--- src/rtl/cfu_rsp_unit.sv ---
`default_nettype none
// ============================================================================
//  Module      : cfu_rsp_unit
//  Description : Response-side sequencer for the CFU command/response port.
//                Accepts one command at a time, launches vector ops into the
//                combinational datapath, waits a fixed per-opcode latency,
//                captures the result and holds it on the response channel
//                until the CPU takes it.
//
//  Ports
//    clk                      clock
//    reset                    synchronous active-high reset
//    cmd_valid / cmd_ready    command handshake (cmd_ready = state is IDLE)
//    cmd_payload_function_id  [2:0] opcode, [7:3] writeback register
//    cmd_payload_inputs_0     operand 0 (requested VL for vsetvli)
//    cmd_payload_inputs_1     operand 1 (not used by this unit)
//    rsp_valid / rsp_ready    response handshake
//    rsp_payload_outputs_0    response data, held until the next response
//    dp_start                 one-cycle launch strobe to the datapath
//    dp_result                datapath result, valid on the last EXEC cycle
//    busy                     high whenever the unit is not IDLE
//    illegal_cnt              saturating count of accepted opcodes 6/7
//
//  Revision    : 1.0  initial release
// ============================================================================
module cfu_rsp_unit #(
    parameter int VLMAX   = 16,
    parameter int LAT_ALU = 1,
    parameter int LAT_ACC = 2,
    parameter int LAT_MUL = 3
) (
    input  logic        clk,
    input  logic        reset,
    input  logic        cmd_valid,
    output logic        cmd_ready,
    input  logic [9:0]  cmd_payload_function_id,
    input  logic [31:0] cmd_payload_inputs_0,
    input  logic [31:0] cmd_payload_inputs_1,
    output logic        rsp_valid,
    input  logic        rsp_ready,
    output logic [31:0] rsp_payload_outputs_0,
    output logic        dp_start,
    input  logic [31:0] dp_result,
    output logic        busy,
    output logic [7:0]  illegal_cnt
);

    typedef enum logic [1:0] {
        IDLE = 2'd0,
        EXEC = 2'd1,
        RESP = 2'd2
    } state_t;

    // Counter is loaded with LAT-1 so EXEC lasts exactly LAT cycles.
    localparam logic [7:0]  c_CNT_ALU = 8'(LAT_ALU - 1);
    localparam logic [7:0]  c_CNT_ACC = 8'(LAT_ACC - 1);
    localparam logic [7:0]  c_CNT_MUL = 8'(LAT_MUL - 1);
    localparam logic [31:0] c_VLMAX   = 32'(VLMAX);

    localparam logic [2:0]  c_OP_VSETVLI = 3'd0;
    localparam logic [2:0]  c_OP_VLOAD   = 3'd1;
    localparam logic [2:0]  c_OP_VADD    = 3'd2;
    localparam logic [2:0]  c_OP_VACC    = 3'd3;
    localparam logic [2:0]  c_OP_VMUL    = 3'd4;
    localparam logic [2:0]  c_OP_VBACC   = 3'd5;

    state_t      r_state;
    logic [7:0]  r_cnt;
    logic [31:0] r_payload;
    logic        r_dp_start;
    logic [7:0]  r_illegal_cnt;

    logic        w_accept;
    logic [2:0]  w_opcode;
    logic [31:0] w_vl;

    // Writeback register field and operand 1 belong to the decoder side.
    logic        w_unused;
    assign w_unused = ^{cmd_payload_function_id[9:3], cmd_payload_inputs_1};

    // Handshake outputs decode the registered state only, so cmd_ready never
    // has a combinational path from rsp_ready.
    assign cmd_ready = (r_state == IDLE);
    assign rsp_valid = (r_state == RESP);
    assign busy      = (r_state != IDLE);

    assign rsp_payload_outputs_0 = r_payload;
    assign dp_start              = r_dp_start;
    assign illegal_cnt           = r_illegal_cnt;

    assign w_accept = cmd_valid & cmd_ready;
    assign w_opcode = cmd_payload_function_id[2:0];

    // 32-bit unsigned clamp of the requested vector length.
    assign w_vl = (cmd_payload_inputs_0 > c_VLMAX) ? c_VLMAX : cmd_payload_inputs_0;

    always_ff @(posedge clk) begin
        if (reset) begin
            r_state       <= IDLE;
            r_cnt         <= 8'd0;
            r_payload     <= 32'd0;
            r_dp_start    <= 1'b0;
            r_illegal_cnt <= 8'd0;
        end else begin
            // Launch strobe is a single-cycle pulse by default.
            r_dp_start <= 1'b0;

            case (r_state)
                IDLE: begin
                    if (w_accept) begin
                        case (w_opcode)
                            c_OP_VSETVLI: begin
                                r_payload <= w_vl;
                                r_state   <= RESP;
                            end
                            c_OP_VLOAD: begin
                                r_payload <= 32'd0;
                                r_state   <= RESP;
                            end
                            c_OP_VADD: begin
                                r_cnt      <= c_CNT_ALU;
                                r_dp_start <= 1'b1;
                                r_state    <= EXEC;
                            end
                            c_OP_VACC, c_OP_VBACC: begin
                                r_cnt      <= c_CNT_ACC;
                                r_dp_start <= 1'b1;
                                r_state    <= EXEC;
                            end
                            c_OP_VMUL: begin
                                r_cnt      <= c_CNT_MUL;
                                r_dp_start <= 1'b1;
                                r_state    <= EXEC;
                            end
                            default: begin
                                // Opcodes 6/7: answer zero, count saturating.
                                r_payload <= 32'd0;
                                if (r_illegal_cnt != 8'hFF) begin
                                    r_illegal_cnt <= r_illegal_cnt + 8'd1;
                                end
                                r_state <= RESP;
                            end
                        endcase
                    end
                end

                EXEC: begin
                    if (r_cnt == 8'd0) begin
                        r_payload <= dp_result;
                        r_state   <= RESP;
                    end else begin
                        r_cnt <= r_cnt - 8'd1;
                    end
                end

                RESP: begin
                    if (rsp_ready) begin
                        r_state <= IDLE;
                    end
                end

                default: begin
                    r_state <= IDLE;
                end
            endcase
        end
    end

endmodule
`default_nettype wire

--- config.mk ---
export PLATFORM = sky130hd
export DESIGN_NAME = cfu_rsp_unit
export DESIGN_NICKNAME = d
export VERILOG_FILES = /design/src/rtl/cfu_rsp_unit.sv
export SDC_FILE = /design/constraint.sdc
export NUM_CORES = 1
export LEC_CHECK = 0
export CORE_MARGIN = 1
export CORE_UTILIZATION = 33
export DETAILED_ROUTE_END_ITERATION = 8
export PLACE_DENSITY = 0.77
export SYNTH_ARGS = -nofsm -noshare
export SYNTH_HDL_FRONTEND = slang
export SYNTH_SLANG_ARGS = --single-unit
--- constraint.sdc ---
create_clock -name clk -period 2 [get_ports clk]
set_input_delay 0.6 -clock clk [delete_from_list [all_inputs] [get_ports clk]]
set_output_delay 0.6 -clock clk [all_outputs]
set_load 0.01 [all_outputs]
==> flow_metrics.tcl <==
set metrics [dict create \
    highest-signal-layer "met4" \
    finalHoldViolations 0 \
    cts_buffer_depth 2 \
    slew_margin_rel 0.755 \
    synth_edf_count 0 \
    area_delta_synth_final_pct 64.6 \
    met3WireLength_microns 541 \
    fmax_ghz 0.506 \
    dp_hpwl_mm 5.38 \
    setup_viol_count_final 0 \
    dr_wl_met2_mm 3.74 \
    fp.coreArea_sq_um 6940 \
    setup.worst_path.start_class "primary input" \
    yosys-top-cells-area "dfxtp_1 (42%), a21oi_1 (9.1%), nand4_1 (8.3%)" \
    tightestPinTransition_ps 367 \
    outcome "finished clean" \
    min-delay-path-class "flip-flop to flip-flop" \
    report.power.total_mw 2.87 \
    dieHeight_microns 87.7 \
    synthCells 288 \
    vias 2734 \
    leakagePower_nw 1.39 \
    grt_max_degree 35 \
    clock_buffer_count_from_cts 5 \
    critPathRequiredTime_ps 2200 \
    cap_viol_max_count 0 \
    antenna_found_initial 0 \
    num-nets-final 530 \
    die_footprint_sq_um 7700 \
    port-buffer-count 114 \
    ys_warn_count 0 \
    cts_tree "done" \
    cellPowerDensity_nw_per_um2 719 \
    number_of_top_level_pins 154 \
    share_of_layout_cells_above_drive_strength_1 0.139 \
    critical_path.reg2reg.endpoint "rsp_payload_outputs_0[8]" \
    n_antenna_cell 0 \
    reg2reg_setup_slack_ps 90 \
    crit_type "primary input to flip-flop" \
    timing.clock.skew_ps 10.3 \
    setup.worst_path.start "cmd_payload_function_id[1]" \
    end_kind "flip-flop" \
    rows 30 \
    routed_wire_length_per_instance_microns 14.6 \
    timing.final.crit_period_ps 1980 \
    dieWidth_microns 87.7 \
    cp_max_delay_cell "clkdlybuf4s50_1" \
    post-synth-top-area-cell "dfxtp_1" \
    netlist-cell-type-count 50 \
    worst-path-max-fanout 7 \
    drt_wl_total_mm 7.49 \
    post-synth-top-count-cell "dfxtp_1" \
    timing.rr.start "r_cnt[1]" \
    cp.arrival_ps 2180 \
    timing.critical_path.slowest_cell_delay_ps 560 \
    worstPathCellList "clkdlybuf4s50_1 > and2_1 > nand2_1 > nor4_1 > mux2_2" \
    grt_pass1_wl_mm 11.9 \
    route.detailed.vias_per_inst 5.32 \
    synth_fp_nets 401 \
    vdd.ir_drop.worst_uv 391 \
    clockRootBuffer "clkbuf_8" \
    floorplan.initialDensity 0.349 \
    grt_overflow 0 \
    worstSetupEndpoint "illegal_cnt[5]" \
    antenna_violating_nets_post_route 0 \
    cts_num_sinks 51 \
    grt_pass1_vias 2592 \
    ys_ff_latch 51 \
    yosysSeqAreaShare 0.421 \
    initialDrtViolationCount 146 \
    final_core_utilization 0.575 \
    postSynth.asyncResetShare 0 \
    worst_setup_hold_path_clk_slew_ps 90 \
    reg2regPathDepth 7 \
    timing.final.crit_share 0.988 \
    firstDrtPassIters 4 \
    met1_length_mm 3.15 \
    grt.total_usage 0.195 \
    post_cts_setup_buffers 0 \
    netlist.area_leader.share 0.421 \
    postSynth.topFlopCell "dfxtp_1" \
    place_congestion 0.815 \
    worstSkewPairLatency_ps 300 \
    netlist_area_before_placement_sq_um 2430 \
    synth_commonest_cells "dfxtp_1 (51), a21oi_1 (44), nand4_1 (32)" \
    synth.avg_cell_area_sq_um 8.42 \
    drc 0 \
    timing.final.max_slew_violations 0 \
    cts-htree-levels 2 \
]
## power breakdown
part           switching (mW)  total, mW  leakage, nW  internal [mW]
logic                   0.543       1.07        0.925          0.530
clock network           0.336      0.651       0.0505          0.315
registers              0.0537       1.15        0.414           1.09
## kinds of logic after synthesis
logic type | count (synthesis) | share of synthesized area
muxes | 3 | 0.0129
adders and majority gates | 3 | 0.0155
AOI/OAI and AO/OA | 101 | 0.251
buffers and inverters | 32 | 0.0614
DFF | 51 | 0.421
and+or+nand+nor | 95 | 0.228
xor gates and xnor gates | 3 | 0.0108
## sequential cells by signal, indices dropped and copies added, names as in the netlist
register               flops
rsp_payload_outputs_0     32
illegal_cnt                8
r_cnt                      8
r_state                    2
dp_start                   1
## cells in the final DEF (no fill, tap or decap), types with 2 or more instances in the layout
cell type	n
nor4_1	9
o221ai_1	2
inv_1	7
or3_1	8
dfxtp_1	49
nand4_1	32
o31ai_1	2
buf_4	30
or4_1	2
dfxtp_2	2
clkdlybuf4s50_1	112
a311oi_1	3
nand2_1	14
nor2b_1	2
or2_2	2
o21ai_0	13
nor2_1	7
buf_12	2
nor2_2	2
o21ai_1	21
clkbuf_8	7
ha_1	3
o2111ai_1	2
xor2_1	2
nand3_1	5
a21oi_1	44
mux2i_1	2
## routing by layer
layer / track usage / vias up
met5: 0 / -
li1: - / 1346
met1: 0.226 / 1270
met3: 0.0434 / 6
met2: 0.361 / 112
met4: 0.0477 / 0
## per-stage QoR
| step | hold WS, ps | TNS, ps | worst slack [ps] | std cells | cell area (sq um) |
|---|---|---|---|---|---|
| floorplan | 451 | 0 | 149 | 288 | 2430 |
| global placement | 459 | -7080 | -242 | 506 | 3840 |
| detailed placement | 465 | -9520 | -279 | 506 | 3840 |
| CTS | 477 | 0 | 2.94 | 514 | 3940 |
| global route | 501 | -79.4 | -24.7 | 514 | 3990 |
| finish | 477 | 0 | 24.6 | 514 | 3990 |
## worst max-delay path: cells and delay by family
family	cells	cell delay, ps
and+or+nand+nor	3	650
buffers and inverters	1	560
muxes	1	380
## how the worst min path moves through the flow
stage	slack [ps]	end	startpoint	depth (start not counted)
finish	480	rsp_payload_outputs_0[5]	rsp_payload_outputs_0[5]	2
global route	500	rsp_payload_outputs_0[25]	rsp_payload_outputs_0[25]	2
CTS	480	rsp_payload_outputs_0[5]	rsp_payload_outputs_0[5]	2
detailed placement	460	rsp_payload_outputs_0[5]	rsp_payload_outputs_0[5]	2
global placement	460	rsp_payload_outputs_0[7]	rsp_payload_outputs_0[7]	2
floorplan	450	r_cnt[7]	r_cnt[7]	2
## what timing repair did
item / 4_1_cts / 5_1_grt
setup endpoints to repair: 3 / 36
pin swaps: 0 / 1
gates resized for setup: 4 / 9
hold buffers: 0 / 0
## final cells by class
type                    instances  area (sq um)
clock buffers                   7          96.3
clock inverters                 1          7.51
fillers                       619          2950
inverters                       8          30.0
multi-input cells             205          1310
flip-flops and latches         51          1020
well taps                      96           120
repair buffers                146          1410
No activity file was read; power rests on OpenSTA's default activity.
